[src/rtl/pipe_skid_reg.sv]
// Pipeline-stage register with a valid/ready handshake backed by a 2-entry skid buffer.
// Emits a NOP bubble when empty or flushed and keeps saturating stall/flush counters.
module pipe_skid_reg #(
  parameter int                   WORD_SIZE  = 32,
  parameter int                   NUM_FIELDS = 2,
  parameter logic [WORD_SIZE-1:0] BUBBLE_VAL = 32'h0000_0013,
  parameter int                   CNT_W      = 16
) (
  input  logic                             clk,
  input  logic                             rst_n,
  input  logic                             flush,
  input  logic                             in_valid,
  output logic                             in_ready,
  input  logic [WORD_SIZE*NUM_FIELDS-1:0]  in_data,
  output logic                             out_valid,
  input  logic                             out_ready,
  output logic [WORD_SIZE*NUM_FIELDS-1:0]  out_data,
  output logic [1:0]                       occupancy,
  output logic [CNT_W-1:0]                 stall_cnt,
  output logic [CNT_W-1:0]                 flush_cnt
);

  localparam int                DATA_W  = WORD_SIZE * NUM_FIELDS;
  // Field 0 carries the NOP encoding; every other field reads zero.
  localparam logic [DATA_W-1:0] BUBBLE  = DATA_W'(BUBBLE_VAL);
  localparam logic [CNT_W-1:0]  CNT_MAX = {CNT_W{1'b1}};

  typedef enum logic [1:0] {
    ST_EMPTY = 2'd0,
    ST_ONE   = 2'd1,
    ST_FULL  = 2'd2
  } state_e;

  state_e            state_q, state_d;
  logic [DATA_W-1:0] main_q, main_d;
  logic [DATA_W-1:0] skid_q, skid_d;
  logic [CNT_W-1:0]  stall_cnt_q, stall_cnt_d;
  logic [CNT_W-1:0]  flush_cnt_q, flush_cnt_d;

  logic in_fire;
  logic out_fire;

  // Handshake is decoded from registered state only, so in_ready never
  // depends combinationally on out_ready.
  assign in_ready  = (state_q != ST_FULL);
  assign out_valid = (state_q != ST_EMPTY);
  assign in_fire   = in_valid & in_ready;
  assign out_fire  = out_valid & out_ready;
  assign out_data  = out_valid ? main_q : BUBBLE;

  always_comb begin
    occupancy = 2'd0;
    case (state_q)
      ST_ONE:  occupancy = 2'd1;
      ST_FULL: occupancy = 2'd2;
      default: occupancy = 2'd0;
    endcase
  end

  always_comb begin
    // NOTE: every signal gets a default up front so no path leaves it unassigned (no latches).
    state_d = state_q;
    main_d  = main_q;
    skid_d  = skid_q;
    if (flush) begin
      // A same-cycle in_fire is dropped; the upstream treats it as accepted.
      state_d = ST_EMPTY;
      main_d  = BUBBLE;
      skid_d  = BUBBLE;
    end else begin
      case (state_q)
        ST_EMPTY: begin
          if (in_fire) begin
            main_d  = in_data;
            state_d = ST_ONE;
          end
        end
        ST_ONE: begin
          case ({in_fire, out_fire})
            2'b11: main_d = in_data;
            2'b01: state_d = ST_EMPTY;
            2'b10: begin
              skid_d  = in_data;
              state_d = ST_FULL;
            end
            default: ;
          endcase
        end
        ST_FULL: begin
          if (out_fire) begin
            main_d  = skid_q;
            state_d = ST_ONE;
          end
        end
        default: state_d = ST_EMPTY;
      endcase
    end
  end

  // Stall is judged on the pre-flush view of the outputs.
  always_comb begin
    stall_cnt_d = stall_cnt_q;
    flush_cnt_d = flush_cnt_q;
    if (out_valid && !out_ready && (stall_cnt_q != CNT_MAX)) begin
      stall_cnt_d = stall_cnt_q + 1'b1;
    end
    if (flush && (flush_cnt_q != CNT_MAX)) begin
      flush_cnt_d = flush_cnt_q + 1'b1;
    end
  end

  always_ff @(posedge clk or negedge rst_n) begin
    if (!rst_n) begin
      // NOTE: the two payload registers are reset too, so the bubble is defined from the first cycle.
      state_q     <= ST_EMPTY;
      main_q      <= BUBBLE;
      skid_q      <= BUBBLE;
      stall_cnt_q <= '0;
      flush_cnt_q <= '0;
    end else begin
      // NOTE: non-blocking assignments so every flop samples pre-edge values.
      state_q     <= state_d;
      main_q      <= main_d;
      skid_q      <= skid_d;
      stall_cnt_q <= stall_cnt_d;
      flush_cnt_q <= flush_cnt_d;
    end
  end

  assign stall_cnt = stall_cnt_q;
  assign flush_cnt = flush_cnt_q;

endmodule
[config.mk]
export PLATFORM = sky130hd
export DESIGN_NAME = pipe_skid_reg
export DESIGN_NICKNAME = d
export VERILOG_FILES = /design/src/rtl/pipe_skid_reg.sv
export SDC_FILE = /design/constraint.sdc
export NUM_CORES = 1
export LEC_CHECK = 0
export CAP_MARGIN = 20
export CORE_ASPECT_RATIO = 1.2
export CORE_MARGIN = 2
export CORE_UTILIZATION = 45
export CTS_BUF_LIST = sky130_fd_sc_hd__clkbuf_4
export DETAILED_ROUTE_END_ITERATION = 6
export PLACE_DENSITY_LB_ADDON = 0.05
export REMOVE_ABC_BUFFERS = 1
export SLEW_MARGIN = 20
export SYNTH_ARGS = -nofsm -noshare
export SYNTH_HDL_FRONTEND = slang
export SYNTH_SLANG_ARGS = --single-unit
[constraint.sdc]
create_clock -name clk -period 4.44 [get_ports clk]
set_input_delay 0.666 -clock clk [delete_from_list [all_inputs] [get_ports clk]]
set_output_delay 0.666 -clock clk [all_outputs]
set_load 0.01 [all_outputs]
==> out/results.ini, run 1 <==
[global_route]
grt_pass1_vias = 6771
antenna_found_initial = 2
overflow = 0
grt_usage_pct = 22.2
grt_pass1_wl_mm = 34.7
grt_max_degree = 89

[sta]
tightest_slew_ns = 0.995
slew_headroom_pct = 33.7
finalSetupTns_ns = 0
setup_viol = 0
clock_skew_ns = 0.0154
slew_violations = 0
hold_violations = 0
clock.fmax_mhz = 276
fin_crit_sh_pct = 81.5
fin_crit_ns = 3.62
rsz0062_at_grt = false

[synthesis]
ys_async_sr_fraction_pct = 100
post_synth_num_cell_types = 45
yosysTopAreaCell = dfrtp_1
ys.flop_type = dfrtp_1
syn_inst = 826
synth_edf_count = 0
syn_avg_cell_area_um2 = 10.0
ys_ff_latch = 162
ys_warn_count = 0
syn_area_um2 = 8290
synth_top_area_share_pct = 47.1
ys_seq_area_share_pct = 49.0
yosys-top-cells-area = dfrtp_1 (47%), a211oi_2 (8.6%), mux2i_1 (7.8%), nand2_1 (6.3%), nor2b_1 (4.8%)

[worst_setup_path]
worstSetupStartpoint = state_q[0]
path_buf_inv = 3
crit_path_top_delay_cell = ha_2
slowest_delay_ns = 0.74
endpoint_kind = output port
critPathMaxFanout = 38
required_ns = 3.77
critPathKind = reg2out
cp_cell_sequence = inv_1 -> ha_2 -> buf_4 -> nor2b_1 -> clkdlybuf4s50_1
crit_family = buffers and inverters
startpoint_type = register
r2r_start = state_q[0]
worstPathArrival_ns = 2.95

[clock_network]
path_clk_slew_ns = 0.15
clock-sinks = 162
cts_buffer_depth = 2
ctsHoldBuffers = 0
cts_post_setup_buffers_inserted = 0
insertion_delay_ns = 0.57
cts-root-buf = clkbuf_4
cts_tree = yes
ctsResizeCount = 0
cts_max_level = 4
cts_made_buffers = 17

[route]
route.detailed.drc = 0
wire_per_inst_um = 17.9
antenna_left = 0
firstDrtPassIters = 5
dr_total_vias = 6698
first_iter_violations = 331
wl_mm = 21.4
vias_per_cell = 5.60

[place]
hpwlAfterDp_mm = 13.7
place_congestion = 0.861
post_dp_cell_area_um2 = 10100
numPortBuffers = 168

[hold_path]
hold_class = in2async

[floorplanning]
die_x_um = 128
core_um2 = 18100
ios = 169
start_util_pct = 45.8
die_h_um = 153
rows = 54
die_area_um2 = 19500

[pwr]
p_sw_w = 0.00182
irDropWorstVdd_uv = 269
power_frac_comb_pct = 40.4
power_density_nw_per_um2 = 457
cellInternalPower_w = 0.00290
p_leak_nw = 3.97
p_total_w = 0.00473
clkPwrFrac_pct = 17.0
pwr-share-seq_pct = 42.6
p_sw_share_pct = 38.6

[finish]
area_growth_pct = 24.7
stdcell_area_um2 = 10300
fillCellCount = 1582
nets = 1034
drive_above_1_share_pct = 12.9

[outcome]
status = finished clean

[flow_run]
max-cap-violations = 0

-- synth_stat cells, types with 2 or more instances --
library cell and n:
dfrtp_1 156, nand2_1 140, nor2b_1 64, nand2b_1 3, and4_1 4, nor3_1 70
dfstp_2 6, a31oi_1 6, xnor2_1 5, or2_2 5, mux2_2 4, a211oi_1 7
nor2_1 11, mux2i_1 65, buf_2 9, clkbuf_1 44, buf_6 7, nand3_1 13
and2_1 2, buf_1 7, ha_1 7, a211oi_2 57, inv_1 6, a21oi_1 70
nand4_1 10, and3_1 6, nor4_1 9, o21ai_0 2, xor2_1 14, nor3b_1 2
-- power by group through the flow --
stage / combinational, W / clock [W] / sequential [W]
finish: 0.00191 / 0.000805 / 0.00201
global route: 0.00207 / 0.000894 / 0.00205
CTS: 0.00193 / 0.000828 / 0.00201
detailed placement: 0.00192 / 0 / 0.00204
global placement: 0.00186 / 0 / 0.00203
floorplan: 0.00113 / 0 / 0.00200
-- worst paths after layout --
path / cells past startpoint / slack [ns] / end
setup / recovery: 5 / 0.82 / out_data[60]
setup reg to reg: 7 / 1.49 / main_q[39]
hold reg to reg: 2 / 0.50 / skid_q[1]
min in group clk: 2 / 0.43 / main_q[45]
hold / removal: 1 / 0.1 / main_q[58]
max in group asynchronous: 2 / 3.14 / main_q[3]
-- cell usage in the layout, fill, tap and decap left out, types with 2 or more instances in the layout --
cell type	count
a211oi_1	7
a211oi_2	57
a21oi_1	70
a31oi_1	6
and2_1	2
and3_1	5
and4_1	4
buf_4	11
clkbuf_4	19
clkdlybuf4s50_1	166
clkinv_4	3
clkinvlp_4	5
dfrtp_1	156
dfstp_2	6
diode_2	2
ha_1	5
inv_1	6
inv_6	4
mux2_2	4
mux2i_1	65
nand2_1	140
nand2b_1	3
nand3_1	12
nand4_1	10
nor2_1	11
nor2b_1	64
nor3_1	69
nor3b_1	2
nor4_1	9
o21ai_0	2
or2_2	5
xnor2_1	5
xor2_1	14
-- routing by layer --
| layer | wire length [µm] | part of all wire (%) | track usage, % |
|---|---|---|---|
| met1 | 9300 | 43 | 28.1 |
| met2 | 10700 | 50 | 37.6 |
| met3 | 986 | 4.6 | 4.56 |
| met4 | 438 | 2.0 | 7.43 |
| met5 | 0 | 0 | 0 |
-- through the flow --
stage | hold WS, ns | util, % | setup WS (ns) | instances
floorplan | 0.370 | - | -3.41 | 759
CTS | 0.116 | 57.1 | 0.726 | 1195
finish | 0.0995 | 57.1 | 0.821 | 1197
global route | 0.134 | 57.1 | 0.605 | 1197
detailed placement | 0.479 | 55.7 | 1.38 | 1163
global placement | 0.475 | 55.6 | 1.43 | 1162
-- final cells by class --
cell class	count	area, µm²	area share, %
clock buffers	19	143	1.38
repair buffers	180	1800	17.4
inverters	6	22.5	0.218
well taps	224	280	2.71
flip-flops and latches	162	4060	39.3
multi-input cells	591	3920	37.9
diodes	2	5.00	0.0484
clock inverters	13	104	1.00
-- worst register-to-register path, stage by stage (launching register included) --
cell	delay [ns]
dfrtp_1	0.43
inv_1	0.15
ha_2	0.74
inv_1	0.22
nor3_2	0.25
buf_4	0.67
nor3_1	0.17
a211oi_2	0.23
-- kinds of logic (layout without fill, tap and decap cells) --
logic type,count (synthesis),count (layout),synth area share (%)
compound gates,151,151,14.9
xor+xnor,19,19,2.01
fa+ha+maj,7,7,1.06
buf+inv,73,218,4.07
flops,162,162,49.0
mux,69,69,8.39
other cells,0,2,0
simple gates,345,345,20.6
-- state kept, by name, indices dropped and copies added, names as in the netlist --
signal / count
state_q: 2
skid_q: 64
main_q: 64
flush_cnt: 16
stall_cnt: 16
No activity file was read; power rests on OpenSTA's default activity.
==> run 2: changes to the inputs <==
==> constraint.sdc (replaced) <==
create_clock -name clk -period 3 [get_ports clk]
set_input_delay 0.45 -clock clk [delete_from_list [all_inputs] [get_ports clk]]
set_output_delay 0.45 -clock clk [all_outputs]
set_load 0.01 [all_outputs]
==> run 2 against run 1 <==
  * Setup slack got worse by 0.63 ns
  * First-iteration DRC count increased by 11%
  * Clock power increased by 53%
  * Register-to-register slack got worse by 1.2 ns
  * Critical path depth unchanged
  * Sequential cell count unchanged
  * Clock skew increased by 0.0035 ns
  * Clock-buffer cell count decreased by 2
  * Hold slack improved by 0.19 ns
  * Non-clock buffer count increased by 4
==> out/results.ini, run 2 (synthesis gave the netlist of run 1 again) <==
[outcome]
status = finished clean

[sta]
rsz0062_at_grt = false
clock.fmax_mhz = 356
slew_violations = 0  ; unchanged
fin_crit_sh_pct = 93.6
clock_skew_ns = 0.0189  ; +0.00349 ns
tightest_slew_ns = 0.848  ; -0.147 ns
fin_crit_ns = 2.81
slew_headroom_pct = 43.5  ; +9.8 points
worst_slack_ns = 0.191  ; -0.630 ns
hold_violations = 0  ; unchanged
setup_viol = 0  ; unchanged

[floorplanning]
rows = 54  ; unchanged
die_area_um2 = 19500  ; unchanged
start_util_pct = 45.8  ; unchanged
core_um2 = 18100  ; unchanged
die_h_um = 153  ; unchanged
die_x_um = 128  ; unchanged
ios = 169  ; unchanged

[route]
first_iter_violations = 368  ; +11%
firstDrtPassIters = 5  ; unchanged
wire_per_inst_um = 18.4  ; +3.1%
route.detailed.drc = 0  ; unchanged
wl_mm = 22.1  ; +3.4%
dr_total_vias = 6734  ; +0.54%
antenna_left = 0  ; unchanged
vias_per_cell = 5.61  ; +0.29%

[pwr]
p_total_w = 0.00714  ; +51%
irDropWorstVdd_uv = 392  ; +46%
power_density_nw_per_um2 = 682  ; +49%
p_leak_nw = 4.03  ; +1.4%

[worst_setup_path]
r2r-end = main_q[3]
slowest_delay_ns = 0.49  ; -0.25 ns
critPathMaxFanout = 36  ; -5.3%
r2r_cells = 7  ; unchanged
crit_family = buffers and inverters
required_ns = 2.55  ; -1.22 ns
endpoint_kind = output port
crit_path_top_delay_cell = clkdlybuf4s50_1
critPathKind = reg2out
cp_cell_sequence = inv_1 -> ha_4 -> buf_16 -> or2_2 -> clkdlybuf4s50_1
worstPathArrival_ns = 2.36  ; -0.59 ns
startpoint_type = register
r2r_slack_ns = 0.28  ; -1.21 ns
r2r_start = state_q[0]
path_buf_inv = 3  ; unchanged

[clock_network]
cts_post_setup_buffers_inserted = 0  ; unchanged
clock-sinks = 162  ; unchanged
cts_tree = yes
insertion_delay_ns = 0.56  ; about the same
cts_max_level = 4  ; unchanged
cts_made_buffers = 17  ; unchanged
path_clk_slew_ns = 0.13  ; -0.02 ns
cts-root-buf = clkbuf_4
cts_buffer_depth = 2  ; unchanged

[finish]
area_growth_pct = 26.2
drive_above_1_share_pct = 12.9  ; +0.050 points
final_common_cell = clkdlybuf4s50_1
top_regs = main_q: 64 flops, skid_q: 64 flops
multi_input_area_um2 = 3930  ; +0.26%
stdcell_area_um2 = 10500  ; +1.2%
fillCellCount = 1611  ; +1.8%
final_cell_mix = clkdlybuf4s50_1 (166), dfrtp_1 (156), nand2_1 (140), a21oi_1 (70), nor3_1 (69)
regArea_um2 = 4060  ; unchanged
nets = 1038  ; +0.39%

[place]
hpwlAfterDp_mm = 13.8  ; +0.31%
numPortBuffers = 168  ; unchanged
post_dp_cell_area_um2 = 10100  ; +0.57%
place_congestion = 0.848  ; -1.5%
pre_cts_slack_ns = 0.328  ; -1.05 ns

[global_route]
grt_usage_pct = 23.1  ; +0.89 points
antenna_found_initial = 1  ; -1
grt_max_degree = 129  ; +45%
grt_pass1_vias = 7024  ; +3.7%
overflow = 0  ; unchanged
grt_pass1_wl_mm = 35.9  ; +3.4%

[hold_path]
hold_class = in2reg
holdPathEnd = flush_cnt[2]
worstHoldStart = flush
whs_path_depth = 3

[flow_run]
max-cap-violations = 0  ; unchanged

-- run 2: changes by cell type in the layout (fill, tap and decap cells not counted), sizes merged --
cell         delta
clkinv          +2
bufinv          +1
clkbuf          -1
dlygate4sd3     +1
diode           -1
buf             +2
clkinvlp        -1
-- run 2: how the worst max path moves through the flow --
stage / from / end / slack (ns) / cells past startpoint
6_report: state_q[1] / out_data[0] / 0.19 / 5
5_1_grt: state_q[0] / out_data[1] / 0.04 / 5
4_1_cts: state_q[0] / out_data[4] / 0.03 / 5
3_5_place_dp: state_q[0] / main_q[3] / 0.33 / 7
3_3_place_gp: in_valid / main_q[2] / 0.38 / 5
2_1_floorplan: state_q[0] / main_q[2] / -4.85 / 6
-- run 2: power breakdown --
part           leakage, nW  switching, W  internal (W)
registers             2.14      0.000329       0.00264
logic                 1.76       0.00159       0.00135
clock network        0.130      0.000814      0.000417
total                 4.03       0.00273       0.00441
-- run 2: layer usage --
layer  global-route usage, %  share of wire [%]  up-vias  wire (µm)
met4                    8.42                2.4        0        527
met3                    4.63                4.1       35        898
met5                       0                  0        -          0
met2                    38.9                 50      180      11100
li1                        -                  -     3173          -
met1                    29.3                 44     3346       9650
-- run 2: final cells by class --
type | instances | share of cell area, %
well taps | 224 | 2.68
clock buffers | 17 | 1.22
diodes | 1 | 0.0239
clock inverters | 15 | 1.28
repair buffers | 184 | 18.2
multi-input cells | 591 | 37.6
inverters | 6 | 0.215
flip-flops and latches | 162 | 38.8
-- run 2: worst register-to-register path, cell delays in order (launching register included) --
cell,delay [ns]
dfrtp_1,0.44
inv_1,0.20
ha_1,0.35
and3b_1,0.22
o311a_2,0.40
or2_4,0.49
buf_12,0.31
a211oi_1,0.24
-- run 2: per-stage QoR --
stage                     hold WS [ns]  utilization (%)  instances  TNS (ns)
after floorplan                  0.154                -        759   -346.53
after global placement           0.466             55.9       1164         0
after detailed placement         0.476             56.0       1165         0
after CTS                        0.247             57.5       1198         0
after global routing             0.237             57.8       1200         0
final                            0.294             57.8       1200         0
-- run 2: timing repair --
item,in CTS,in global routing
hold buffers,1,0
endpoints found under the hold margin,60,0
endpoints found under the setup margin,0,5
gates resized for setup,0,2
==> run 3: changes to the inputs <==
--- a/config.mk
+++ b/config.mk
@@ -10,6 +10,7 @@
 export CORE_MARGIN = 2
 export CORE_UTILIZATION = 45
 export CTS_BUF_LIST = sky130_fd_sc_hd__clkbuf_4
+export CTS_CLUSTER_DIAMETER = 120
 export DETAILED_ROUTE_END_ITERATION = 6
 export PLACE_DENSITY_LB_ADDON = 0.05
 export REMOVE_ABC_BUFFERS = 1
==> results of run 3 <==
Final layout, timing and power as in run 2 (identical DEF).
